File: src/rtl/sevseg_scan.sv
// Four-digit multiplexed seven-segment scanner with dead time between digit slots.
// All outputs registered; inputs are captured once per frame as the first digit slot begins.
module sevseg_scan #(
    parameter int REFRESH_CYCLES = 100000,
    parameter int DEAD_CYCLES    = 16
) (
    input  logic        clk_i,
    input  logic        rst_i,
    input  logic [15:0] digits_i,
    input  logic [3:0]  blank_i,
    input  logic [3:0]  dp_i,
    output logic [3:0]  an_o,
    output logic [6:0]  seg_o,
    output logic        dp_o,
    output logic        frame_o
);

    localparam int MAX_CYC = (REFRESH_CYCLES > DEAD_CYCLES) ? REFRESH_CYCLES : DEAD_CYCLES;
    localparam int CW      = $clog2(MAX_CYC + 1);
    localparam logic [CW-1:0] DEAD_LAST    = CW'(DEAD_CYCLES - 1);
    localparam logic [CW-1:0] REFRESH_LAST = CW'(REFRESH_CYCLES - 1);

    typedef enum logic {S_DEAD, S_ON} state_t;

    state_t        state, state_n;
    logic [1:0]    idx, idx_n;
    logic [CW-1:0] cnt, cnt_n;
    logic [15:0]   sh_digits, sh_digits_n;
    logic [3:0]    sh_blank, sh_blank_n;
    logic [3:0]    sh_dp, sh_dp_n;
    logic [3:0]    an_n;
    logic [6:0]    seg_n;
    logic          dp_n;
    logic          frame_n;

    function automatic logic [6:0] decode(input logic [3:0] nib);
        logic [6:0] s;
        case (nib)
            4'h0: s = 7'h40;
            4'h1: s = 7'h79;
            4'h2: s = 7'h24;
            4'h3: s = 7'h30;
            4'h4: s = 7'h19;
            4'h5: s = 7'h12;
            4'h6: s = 7'h02;
            4'h7: s = 7'h78;
            4'h8: s = 7'h00;
            4'h9: s = 7'h10;
            4'hA: s = 7'h08;
            4'hB: s = 7'h03;
            4'hC: s = 7'h46;
            4'hD: s = 7'h21;
            4'hE: s = 7'h06;
            default: s = 7'h0E;
        endcase
        return s;
    endfunction

    // Outputs are computed here for the state being entered, so the output
    // registers toggle on exactly the edge where the FSM changes state.
    always_comb begin
        state_n     = state;
        idx_n       = idx;
        cnt_n       = cnt + CW'(1);
        sh_digits_n = sh_digits;
        sh_blank_n  = sh_blank;
        sh_dp_n     = sh_dp;
        an_n        = an_o;
        seg_n       = seg_o;
        dp_n        = dp_o;
        frame_n     = 1'b0;
        case (state)
            S_DEAD: begin
                if (cnt == DEAD_LAST) begin
                    state_n = S_ON;
                    cnt_n   = '0;
                    if (idx == 2'd0) begin
                        sh_digits_n = digits_i;
                        sh_blank_n  = blank_i;
                        sh_dp_n     = dp_i;
                    end
                    if (!sh_blank_n[idx]) begin
                        an_n  = ~(4'b0001 << idx);
                        seg_n = decode(sh_digits_n[{idx, 2'b00} +: 4]);
                        dp_n  = ~sh_dp_n[idx];
                    end else begin
                        an_n  = 4'hF;
                        seg_n = 7'h7F;
                        dp_n  = 1'b1;
                    end
                end
            end
            default: begin
                if (cnt == REFRESH_LAST) begin
                    state_n = S_DEAD;
                    cnt_n   = '0;
                    idx_n   = idx + 2'd1;
                    frame_n = (idx == 2'd3);
                    an_n    = 4'hF;
                    seg_n   = 7'h7F;
                    dp_n    = 1'b1;
                end
            end
        endcase
    end

    always_ff @(posedge clk_i) begin
        if (rst_i) begin
            state     <= S_DEAD;
            idx       <= 2'd0;
            cnt       <= '0;
            sh_digits <= '0;
            sh_blank  <= '0;
            sh_dp     <= '0;
            an_o      <= 4'hF;
            seg_o     <= 7'h7F;
            dp_o      <= 1'b1;
            frame_o   <= 1'b0;
        end else begin
            state     <= state_n;
            idx       <= idx_n;
            cnt       <= cnt_n;
            sh_digits <= sh_digits_n;
            sh_blank  <= sh_blank_n;
            sh_dp     <= sh_dp_n;
            an_o      <= an_n;
            seg_o     <= seg_n;
            dp_o      <= dp_n;
            frame_o   <= frame_n;
        end
    end

endmodule

File: config.mk
export PLATFORM = sky130hd
export DESIGN_NAME = sevseg_scan
export DESIGN_NICKNAME = d
export VERILOG_FILES = /design/src/rtl/sevseg_scan.sv
export SDC_FILE = /design/constraint.sdc
export NUM_CORES = 1
export LEC_CHECK = 0
export ABC_AREA = 1
export ABC_CLOCK_PERIOD_IN_PS = 3900
export BUFFER_PORTS_ARGS = -buffer_cell sky130_fd_sc_hd__buf_2
export CORE_MARGIN = 3
export CORE_UTILIZATION = 45
export DETAILED_ROUTE_END_ITERATION = 7
export PLACE_DENSITY_LB_ADDON = 0.05
export SYNTH_ARGS = -nofsm -noshare
export SYNTH_HDL_FRONTEND = slang
export SYNTH_SLANG_ARGS = --single-unit
File: constraint.sdc
create_clock -name clk_i -period 3.9 [get_ports clk_i]
set_input_delay 0 -clock clk_i [delete_from_list [all_inputs] [get_ports clk_i]]
set_output_delay 0 -clock clk_i [all_outputs]
set_load 0.03 [all_outputs]
==> results.md <==
* Grt met2 use at 31.4%
* Tcrit/Tclk final at 73.9%
* Routed vias at 3181
* # rows at 31
* First-pass GRT wire length at 14.2 mm
* Core Box Area at 7290 um^2
* Fmax at 0.347 GHz
* CTS tree: built
* Crit-path max FO at 21
* Final Cell Area at 3760 um^2
* Area grow syn2layout at 10.4%
* Hold_sp: rst_i
* Period minus WS final at 2880 ps
* # diodes at 0
* Fin. max-slew vios at 0
* TritonCTS buffer count at 9
* Routed wire length at 8.33 mm
* PostCTS Resize Cnt at 0
* Clock slew at reported path FFs at 60 ps
* Distinct cells, synth at 39
* Sequential share of the synthesized area at 33.5%
* Initial antenna violation count at 0
* Reg-to-reg startpoint: idx[1]$_SDFFE_PP0P_
* Worst setup SP type: flip-flop
* GRT Max-Usage Layer: met2
* Post-Route Setup TNS at 0 ps
* GR met1 Demand/Resource at 28.9%
* Final HPWL DP at 6.13 mm
* CTS sink count at 57
* Number of port buffers at 38
* Flop and latch count out of synthesis at 57
* RSZ-0062 raised after global routing: no
* Gr ovfl total at 0
* Max Clock Skew at 4.42 ps
* Syn Std Cell Area at 3400 um^2
* CTS root buf: clkbuf_8
* Worst setup EP type: flip-flop
* Peak supply drop at 0.000136 V
* Hold_buf cts at 0
* Largest net degree at the start of global routing at 29
* Die width at 93.0 um
* Syn_area_per_cell at 6.92 um^2
* Die height at 93.0 um
* Drt wl/cell at 13.3 um
* Final hold vios at 0
* Crit path launch: idx[1]$_SDFFE_PP0P_
* Worst path bufs/invs at 4
* Peak per-stage delay on the critical path at 620 ps
* Final #Nets at 560
* GRT met3 Usage at 3.49%
* Crit path cell chain: inv_1 > ha_1 > inv_2 > nand2_1 > nand3_1 > nand3_1 > nand2_1 > inv_1 > ha_1 > nand3b_1 > nand3_1 > nand3_1 > nand2_1 > inv_1
* Post-Syn Nets at 529
* Critical path class: flip-flop to flip-flop
* DR DRC count at 0
* Critical path required time at 4130 ps
* DP Area at 3560 um^2
* Data arrival, critical path at 3120 ps
* Slew headroom at 49.6%
* GRT Total Usage at 20.6%
* Depth of the CTS H-tree at 3
* Drt pass-1 iters at 5
* Vias/cell at 5.08
* Worst path slowest cell: dfxtp_1
* IO Count at 39
* Longest Clk Path Bufs at 2
* Antenna Violating Nets Remaining at 0
* Starting Density at 46.7%
* Die ar. at 8640 um^2
* Synth warnings at 0
* MaxCap Viol Count at 0
* Leak pwr at 1.69 nW
* GP Congestion at 0.913
* Initial detailed-routing violation count at 193
* CP delay by family, top: simple AND/OR/NAND/NOR gates
* Pwr dens at 326 nW/um^2
* Vias in the first global route at 3018
* Mapped Cells at 492
* Type of the worst min-delay path: input pin to flip-flop
* Status: finished clean
* Setup Viol. Count Final at 0
* Postcts setup bufs at 0
* Cell mode on critical path: nand3_1
* Clock Latency Late Sink at 330 ps
* Share of layout cells above drive strength 1 at 17.6%
* Worst Max-Slew Pin Slew at 755 ps
power breakdown:
part / switching (mW) / internal, mW / leakage [nW]
sequential: 0.00187 / 0.585 / 0.460
clock: 0.231 / 0.324 / 0.102
combinational: 0.0509 / 0.0302 / 1.12
per-stage QoR:
step                power, mW  hold slack (ps)  util [%]  instances  setup slack, ps
floorplan               0.657             78.5         -        492             1530
global route             1.28             20.5      51.5        626              667
global placement        0.681              360      48.8        611             1160
finish                   1.22             23.1      51.5        626             1020
CTS                      1.24             7.10      51.5        626              982
detailed placement      0.681              362      48.8        611             1000
final cells by class:
type	count	area, um^2
clock buffer	12	155
tap	99	124
fill	794	3540
inverter	43	161
sequential	57	1140
multi-input combinational	372	1930
timing repair buffer	40	205
clock inverter	3	40.0
worst register-to-register path: cells and delay by family (launching register included):
family	cells	cell delay [ps]
buffers and inverters	4	770
DFF	1	620
and+or+nand+nor	8	870
adders and majority gates	2	540
kinds of logic after synthesis:
family                   Yosys count  synth area share [%]
AO/OA/AOI/OAI                     60                  10.5
AND/OR/NAND/NOR                  293                  40.1
buffers and inverters             63                  9.78
flip-flops                        57                  33.5
XOR/XNOR                           8                  2.06
adder cells (fa/ha/maj)           11                  4.04
cells in the final DEF (no fill, tap or decap), types with 2 or more instances in the layout:
cell / netlist / routed
nand2_1: 115 / 115
nor2_1: 74 / 74
dfxtp_1: 57 / 57
nand3_1: 52 / 52
buf_2: 6 / 38
inv_1: 37 / 37
o21ai_0: 28 / 28
a21oi_1: 17 / 17
nand2_2: 11 / 11
ha_1: 11 / 11
clkbuf_8: 0 / 11
nand4_1: 10 / 10
xor2_1: 8 / 8
inv_2: 6 / 6
nand3_2: 6 / 6
nor2_2: 6 / 6
o211a_1: 5 / 5
a211oi_1: 4 / 4
nor3_1: 3 / 3
o21ai_2: 2 / 2
nand3_4: 2 / 2
or2_1: 2 / 2
nor4_1: 2 / 2
a31oi_1: 2 / 2
clkinv_2: 0 / 2
buf_4: 3 / 2
cell usage after synthesis, drive strengths merged:
master | instances | area, um^2
inv | 43 | 161
nand2 | 126 | 500
xor2 | 8 | 70.1
a211oi | 4 | 30.0
clkbuf | 3 | 11.3
buf | 17 | 160
nand4 | 11 | 83.8
nand3 | 60 | 355
and2 | 1 | 6.26
nor2 | 81 | 327
ha | 11 | 138
dfxtp | 57 | 1140
o21ai | 31 | 163
nand3b | 1 | 7.51
o211a | 5 | 50.1
or2 | 5 | 33.8
a21oi | 18 | 101
nor3 | 4 | 25.0
or3 | 1 | 6.26
nor3b | 1 | 7.51
a31oi | 2 | 12.5
nor4 | 2 | 12.5
per-layer routing:
| metal | share of wire [%] | routed length (um) |
|---|---|---|
| met5 | 0 | 0 |
| met1 | 51 | 4240 |
| met4 | 1.5 | 129 |
| met3 | 3.3 | 273 |
| met2 | 44 | 3690 |
state kept, by name, indices dropped and copies added, names as in the netlist:
signal / count
an_o: 4
cnt: 17
dp_o: 1
frame_o: 1
idx: 2
seg_o: 7
sh_blank: 4
sh_digits: 16
sh_dp: 4
state: 1
path summary, 6_finish.rpt:
check        slack [ps]  cells after the start                    end
max                1020                     14  seg_o[0]$_SDFFE_PP1P_
min                  20                      2     cnt[14]$_SDFF_PP0_
max reg2reg        1020                     14  seg_o[0]$_SDFFE_PP1P_
min reg2reg         450                      1      cnt[0]$_SDFF_PP0_
Note: power is estimated with default switching activity, not from simulation.
